File: src/rtl/alu_serial_subtract.sv
// Digit-serial subtractor Z = X - Y (as X + ~Y + 1), BITS_PER_CYCLE result bits per RUN cycle,
// with start/busy/done handshake and the adder's Sign/Zero/Carry(borrow)/Parity/Overflow flags.
module alu_serial_subtract #(
  parameter int WIDTH          = 16,
  parameter int BITS_PER_CYCLE = 1
) (
  input  logic             clk,
  input  logic             rst,
  input  logic             start,
  input  logic [WIDTH-1:0] X,
  input  logic [WIDTH-1:0] Y,
  output logic             busy,
  output logic             done,
  output logic [WIDTH-1:0] Z,
  output logic             Sign,
  output logic             Zero,
  output logic             Carry,
  output logic             Parity,
  output logic             Overflow
);
  localparam int B  = BITS_PER_CYCLE;
  localparam int N  = WIDTH / BITS_PER_CYCLE;
  localparam int CW = $clog2(N + 1);

  typedef enum logic [1:0] {IDLE, RUN, DONE} state_t;
  state_t state_q, state_d;

  logic [WIDTH-1:0]   xr, yr, res;
  logic [CW-1:0]      cnt;
  logic               cy, x_msb, y_msb;
  logic [B:0]         sum;
  logic [WIDTH+B-1:0] res_sh;
  logic               last;

  assign last   = (cnt == CW'(N));
  assign sum    = {1'b0, xr[B-1:0]} + {1'b0, ~yr[B-1:0]} + {{B{1'b0}}, cy};
  // New digit enters at the MSB end; after N shifts the LSB digit sits at the bottom.
  assign res_sh = {sum[B-1:0], res};

  always_ff @(posedge clk or posedge rst) begin
    if (rst) state_q <= IDLE;
    else     state_q <= state_d;
  end

  always_comb begin
    state_d = state_q;
    busy    = 1'b0;
    done    = 1'b0;
    case (state_q)
      IDLE: if (start) state_d = RUN;
      RUN: begin
        busy = 1'b1;
        if (last) state_d = DONE;
      end
      DONE: begin
        busy    = 1'b1;
        done    = 1'b1;
        state_d = IDLE;
      end
      default: state_d = IDLE;
    endcase
  end

  always_ff @(posedge clk or posedge rst) begin
    if (rst) begin
      xr <= '0; yr <= '0; res <= '0; cnt <= '0;
      cy <= 1'b0; x_msb <= 1'b0; y_msb <= 1'b0;
      Z <= '0; Sign <= 1'b0; Zero <= 1'b0; Carry <= 1'b0; Parity <= 1'b0; Overflow <= 1'b0;
    end else begin
      case (state_q)
        IDLE: if (start) begin
          xr    <= X;
          yr    <= Y;
          x_msb <= X[WIDTH-1];
          y_msb <= Y[WIDTH-1];
          cnt   <= '0;
          cy    <= 1'b1;
        end
        RUN: begin
          if (last) begin
            Z        <= res;
            Carry    <= ~cy;
            Sign     <= res[WIDTH-1];
            Zero     <= (res == '0);
            Parity   <= ~^res;
            Overflow <= (x_msb ^ y_msb) & (res[WIDTH-1] ^ x_msb);
          end else begin
            res <= res_sh[WIDTH+B-1:B];
            xr  <= xr >> B;
            yr  <= yr >> B;
            cy  <= sum[B];
            cnt <= cnt + 1'b1;
          end
        end
        default: ;
      endcase
    end
  end
endmodule

File: config.mk
export PLATFORM = sky130hd
export DESIGN_NAME = alu_serial_subtract
export DESIGN_NICKNAME = d
export VERILOG_FILES = /design/src/rtl/alu_serial_subtract.sv
export SDC_FILE = /design/constraint.sdc
export NUM_CORES = 1
export LEC_CHECK = 0
export ABC_AREA = 0
export ABC_CLOCK_PERIOD_IN_PS = 2300
export BUFFER_PORTS_ARGS = -buffer_cell sky130_fd_sc_hd__clkbuf_2
export CAP_MARGIN = 30
export CORE_UTILIZATION = 30
export DETAILED_ROUTE_END_ITERATION = 8
export PLACE_DENSITY_LB_ADDON = 0.12
export SYNTH_ARGS = -nofsm -noshare
export SYNTH_HDL_FRONTEND = slang
export SYNTH_SLANG_ARGS = --single-unit
File: constraint.sdc
create_clock -name clk -period 2.3 [get_ports clk]
set_input_delay 0.345 -clock clk [delete_from_list [all_inputs] [get_ports clk]]
set_output_delay 0.345 -clock clk [all_outputs]
set_load 0.01 [all_outputs]
# --- After elaboration in Yosys (flattened, before gate mapping) ---
# Cells that the tools add are included.
totals:
  ff_bits: 79
  in_bits: 35
  elab_cells: 56
classes:
  add_sub_neg: 3
  n_eq_ne: 6
  mux: 17
  bitwise_logic: 6
  n_reduce_logical: 10
ops:
  columns: ["cell", "count"]
  rows:
  - ["2-to-1 mux 16 bit", 4]
  - ["case mux 16 bit (2 select lines)", 2]
  - ["logical NOT 16 bit", 1]
  - ["XNOR reduction 16 bit", 1]
  - ["2-to-1 mux 5 bit", 2]
  - ["case mux 5 bit (2 select lines)", 1]
  - ["AND reduction 2 bit", 4]
  - ["inequality test 2 bit, second input constant", 3]
  - ["adder 5 x 1 -> 5 bit, second input constant", 1]
  - ["== test 5 bit, second input constant", 1]
  - ["2-to-1 mux 1 bit", 4]
  - ["2-to-1 mux 2 bit", 2]
  - ["case mux 2 bit (2 select lines)", 1]
  - ["NOT 1 bit", 3]
  - ["AND reduction 3 bit", 1]
  - ["adder 1 x 1 -> 2 bit", 1]
  - ["adder 2 x 1 -> 2 bit", 1]
  - ["== test 2 x 1 -> 1 bit, second input constant", 1]
  - ["== test 2 bit, second input constant", 1]
  - ["logical NOT 2 bit", 1]
  - ["case mux 1 bit (2 select lines)", 1]
  - ["nonzero test 2 bit", 1]
  - ["OR reduction 2 bit", 1]
  - ["XOR 1 bit", 2]
  - ["bitwise AND 1 bit", 1]

# --- Longest topological paths before layout ---
logic_depth:
  word_depth: 5
  depth_mapped: 8

# --- Worst setup path after synthesis ---
# No wires, ideal clock.
synth_path:
  kind: "flip-flop to flip-flop"
  start: "reg state_q[1]"
  end: "reg xr[0]"
  arrival_ns: 1.514
  path_slack_ns: 0.664
  stages_incl_launch_ff: 9
  synth_period_minus_slack_ns: 1.636
  cell_sequence: "dfrtp_1 -> inv_1 -> ha_1 -> mux2_4 -> a21boi_4 -> buf_6 -> buf_6 -> nor2_1 -> a21oi_2"
synth_via:
  elab_chain_len: 3
synth_lines:
  columns: ["element", "line_no", "text"]
  rows:
  - ["from (decl)", "26", "state_t state_q, state_d;"]
  - ["from (signal assigned)", "42", "else state_q <= state_d;"]
  - ["== test 2 x 1 -> 1 bit or logical NOT 2 bit (tied branches)", "70", "case (state_q)"]
  - ["inequality test 2 bit (no source line) or nonzero test 2 bit (tied branches)", null, null]
  - ["AND reduction 3 bit (no source line)", null, null]
  - ["to (signal assigned)", "89", "xr <= xr >> B;"]
  - ["to (decl)", "28", "logic [WIDTH-1:0] xr, yr, res;"]
# Several ways; a longest one is shown, not always the timed one.
# A chain may end at the register's enable or synchronous reset.

# --- Final worst setup path ---
layout_path:
  start: "reg state_q[1]"
  end: "reg cnt[1]"
layout_via:
  elab_chain_len: 3
layout_lines:
  columns: ["element", "line_no", "text"]
  rows:
  - ["== test 2 x 1 -> 1 bit or logical NOT 2 bit (tied branches)", "70", null]
  - ["inequality test 2 bit (no source line) or nonzero test 2 bit (tied branches)", null, null]
  - ["AND reduction 3 bit (no source line)", null, null]
  - ["to (signal assigned)", "92", "cnt <= cnt + 1'b1;"]
  - ["to (decl)", "29", "logic [CW-1:0] cnt;"]
# Several ways; a longest one is shown, not always the timed one.

==> results.py <==
metrics = {
    "status": {
        "status": "complete, no violations",
    },
    "power_and_ir_drop": {
        "p_leak_nw": 2.09,
        "powerDensity_nw_per_um2": 1380,
        "max-vdd-ir-drop_mv": 0.621,
    },
    "clocking": {
        "cts.sinks": 78,
        "cts_tree": "built",
        "htree_levels": 3,
        "ctsResizeCount": 0,
        "cts_buffers": 9,
        "clockRootBuffer": "clkbuf_16",
        "post-cts-setup-buffers": 0,
        "insertion_delay_ps": 340,
        "holdBufCountCts": 0,
        "clk_pin_slew_worst_paths_ps": 60,
        "cts_buffer_depth": 2,
    },
    "synth": {
        "synthArstFlopShare_pct": 100,
        "synth_top_cell_by_area": "dfrtp_1",
        "synthDistinctLibCells": 32,
        "synth_commonest_cells": "dfrtp_1, nand2_1, o21ai_1",
        "netlist.area_leader.share_pct": 53.3,
        "synthMostInstantiatedCell": "dfrtp_1",
        "syn-instance-count": 344,
        "synth_seq_cells": 78,
        "ys_top_cells_by_area": "dfrtp_1, mux2i_1, o21ai_1",
        "synth_ff_type": "dfrtp_1",
        "synth_nets": 394,
        "synth-seq-area-share_pct": 53.3,
        "syn-cell-area_um2": 3660,
        "synth_edf_count": 0,
        "ys_warn_count": 0,
        "synth_area_per_cell_um2": 10.7,
    },
    "sta": {
        "final.setup.tns_ps": 0,
        "slew_headroom_pct": 53.2,
        "hold_violations": 0,
        "fmax_mhz": 561,
        "setup_viol": 0,
        "fin_skew_ps": 5.31,
        "fin_crit_ps": 1780,
        "holdWs_ps": 103,
        "fin_crit_sh_pct": 77.5,
        "rsz0062_at_grt": "no",
        "maxSlewViolCount": 0,
        "worstMarginPinSlew_ps": 701,
    },
    "global_route": {
        "grt_pass1_vias": 2648,
        "met3_usage_pct": 3.73,
        "gr-usage-met2_pct": 21.6,
        "track_usage_pct": 13.3,
        "grt.overflow.total": 0,
        "grt_max_degree": 35,
        "busiest_layer": "met2",
        "use_met1_pct": 16.1,
        "grt_pass1_wl_um": 12800,
        "antenna_found_initial": 0,
    },
    "routing": {
        "wl_per_cell_um": 13.1,
        "drt-initial-drc-count": 91,
        "drt_pass1_iterations": 4,
        "drc_errors": 0,
        "vias": 2526,
        "vias_per_cell": 4.55,
        "ant_nets": 0,
        "wl_um": 7260,
    },
    "critical_path": {
        "start_kind": "flip-flop",
        "end_kind": "flip-flop",
        "worstPathRequired_ps": 2560,
        "cp_max_fo": 31,
        "criticalPathCategory": "flip-flop to flip-flop",
        "arrival_ps": 2040,
    },
    "cells_and_area": {
        "seq_area_um2": 1950,
        "fillCellCount": 1236,
        "antenna_cells": 0,
        "syn2layout_area_growth_pct": 21.5,
        "nNetsFinal": 453,
        "drive_gt1_share_pct": 28.4,
        "multi_input_area_um2": 1490,
    },
    "floorplanning": {
        "fp-row-count": 40,
        "dieArea_um2": 12700,
        "ios": 58,
        "die_w_um": 113,
        "start_util_pct": 30.6,
        "core_um2": 12000,
        "die_h_um": 113,
    },
    "place": {
        "dpl.hpwl_um": 5250,
        "gp_congestion": 0.772,
        "portBuffers": 57,
    },
    "worst_hold_path": {
        "hold_class": "input pin to async pin",
    },
    "flow_run": {
        "max_cap_viol_count": 0,
    },
}
[metal layers]
layer | wire (µm) | up-vias
met5 | 0 | -
met4 | 169 | 0
met3 | 351 | 10
met2 | 3360 | 48
met1 | 3370 | 1197
li1 | - | 1271
[layout by cell type (no fill, tap or decap), types with 2 or more instances in the layout]
cell type	instances
a21oi_1	12
a21oi_2	18
a22o_1	3
buf_12	3
buf_4	7
bufinv_16	2
clkbuf_16	9
clkbuf_2	57
clkbuf_8	3
dfrtp_1	78
ha_1	13
inv_1	23
mux2_2	2
mux2i_1	29
nand2_1	41
nand4_1	4
nor2_1	29
nor2_2	9
o21ai_0	2
o21ai_1	38
xnor2_1	6
xor2_1	3
[critical path: stages, from the launching register on]
cell and delay, ps:
dfrtp_1 380, inv_1 130, ha_2 300, mux2_4 220, a21boi_4 250, buf_12 240
nand3_1 100, o21ai_1 90
[path summary, 6_finish.rpt]
kind	cells past startpoint	slack, ps	from	endpoint
min in group clk	3	260	X[14]	xr[14]$_DFFE_PP0P_
worst max-delay path	7	520	state_q[1]$_DFFE_PP0P_	cnt[1]$_DFFE_PP0P_
worst min-delay path	2	100	rst	Z[14]$_DFFE_PP0P_
worst max register to register	7	520	state_q[1]$_DFFE_PP0P_	cnt[1]$_DFFE_PP0P_
max in group asynchronous	3	1520	rst	yr[8]$_DFFE_PP0P_
worst min register to register	2	480	res[3]$_DFFE_PP0P_	res[2]$_DFFE_PP0P_
[metrics by stage]
stage / instances / instance area (µm²) / utilization (%) / power, mW / worst slack [ps]
after floorplan: 344 / 3670 / - / 4.16 / 664
after global placement: 539 / 4120 / 34.4 / 4.59 / 575
after detailed placement: 539 / 4120 / 34.4 / 4.64 / 531
after CTS: 555 / 4450 / 37.2 / 6.27 / 505
after global routing: 555 / 4450 / 37.2 / 6.68 / 385
final: 555 / 4450 / 37.2 / 6.13 / 516
[cells by family (layout without fill, tap and decap cells)]
kind of cell	count (synthesis)	in the layout	share of synthesized area, %
AND/OR/NAND/NOR	89	89	10.6
XOR/XNOR	9	9	2.15
buffers and inverters	43	107	6.15
multiplexers	33	33	9.25
adder cells (fa/ha/maj)	15	15	5.33
AO/OA/AOI/OAI	77	77	13.2
flip-flops	78	78	53.3
[final cells by class]
| class | instances | area share (%) |
|---|---|---|
| inverter | 24 | 2.11 |
| tap | 147 | 4.13 |
| clock buffer | 13 | 6.07 |
| timing repair buffer | 67 | 8.94 |
| clock inverter | 3 | 1.46 |
| multi-input combinational | 223 | 33.5 |
| sequential | 78 | 43.8 |
[state kept, by name (all words and copies together) (netlist names)]
register	flops
y_msb	1
cy	1
yr	16
Overflow	1
Parity	1
state_q	2
xr	16
res	16
x_msb	1
cnt	5
Sign	1
Z	15
Zero	1
Carry	1
[report_power, final]
part	internal (mW)	switching, mW	leakage (nW)
logic	1.11	1.34	0.949
registers	1.84	0.265	0.974
clock network	1.04	0.539	0.166
(Power assumes the default switching activity.)
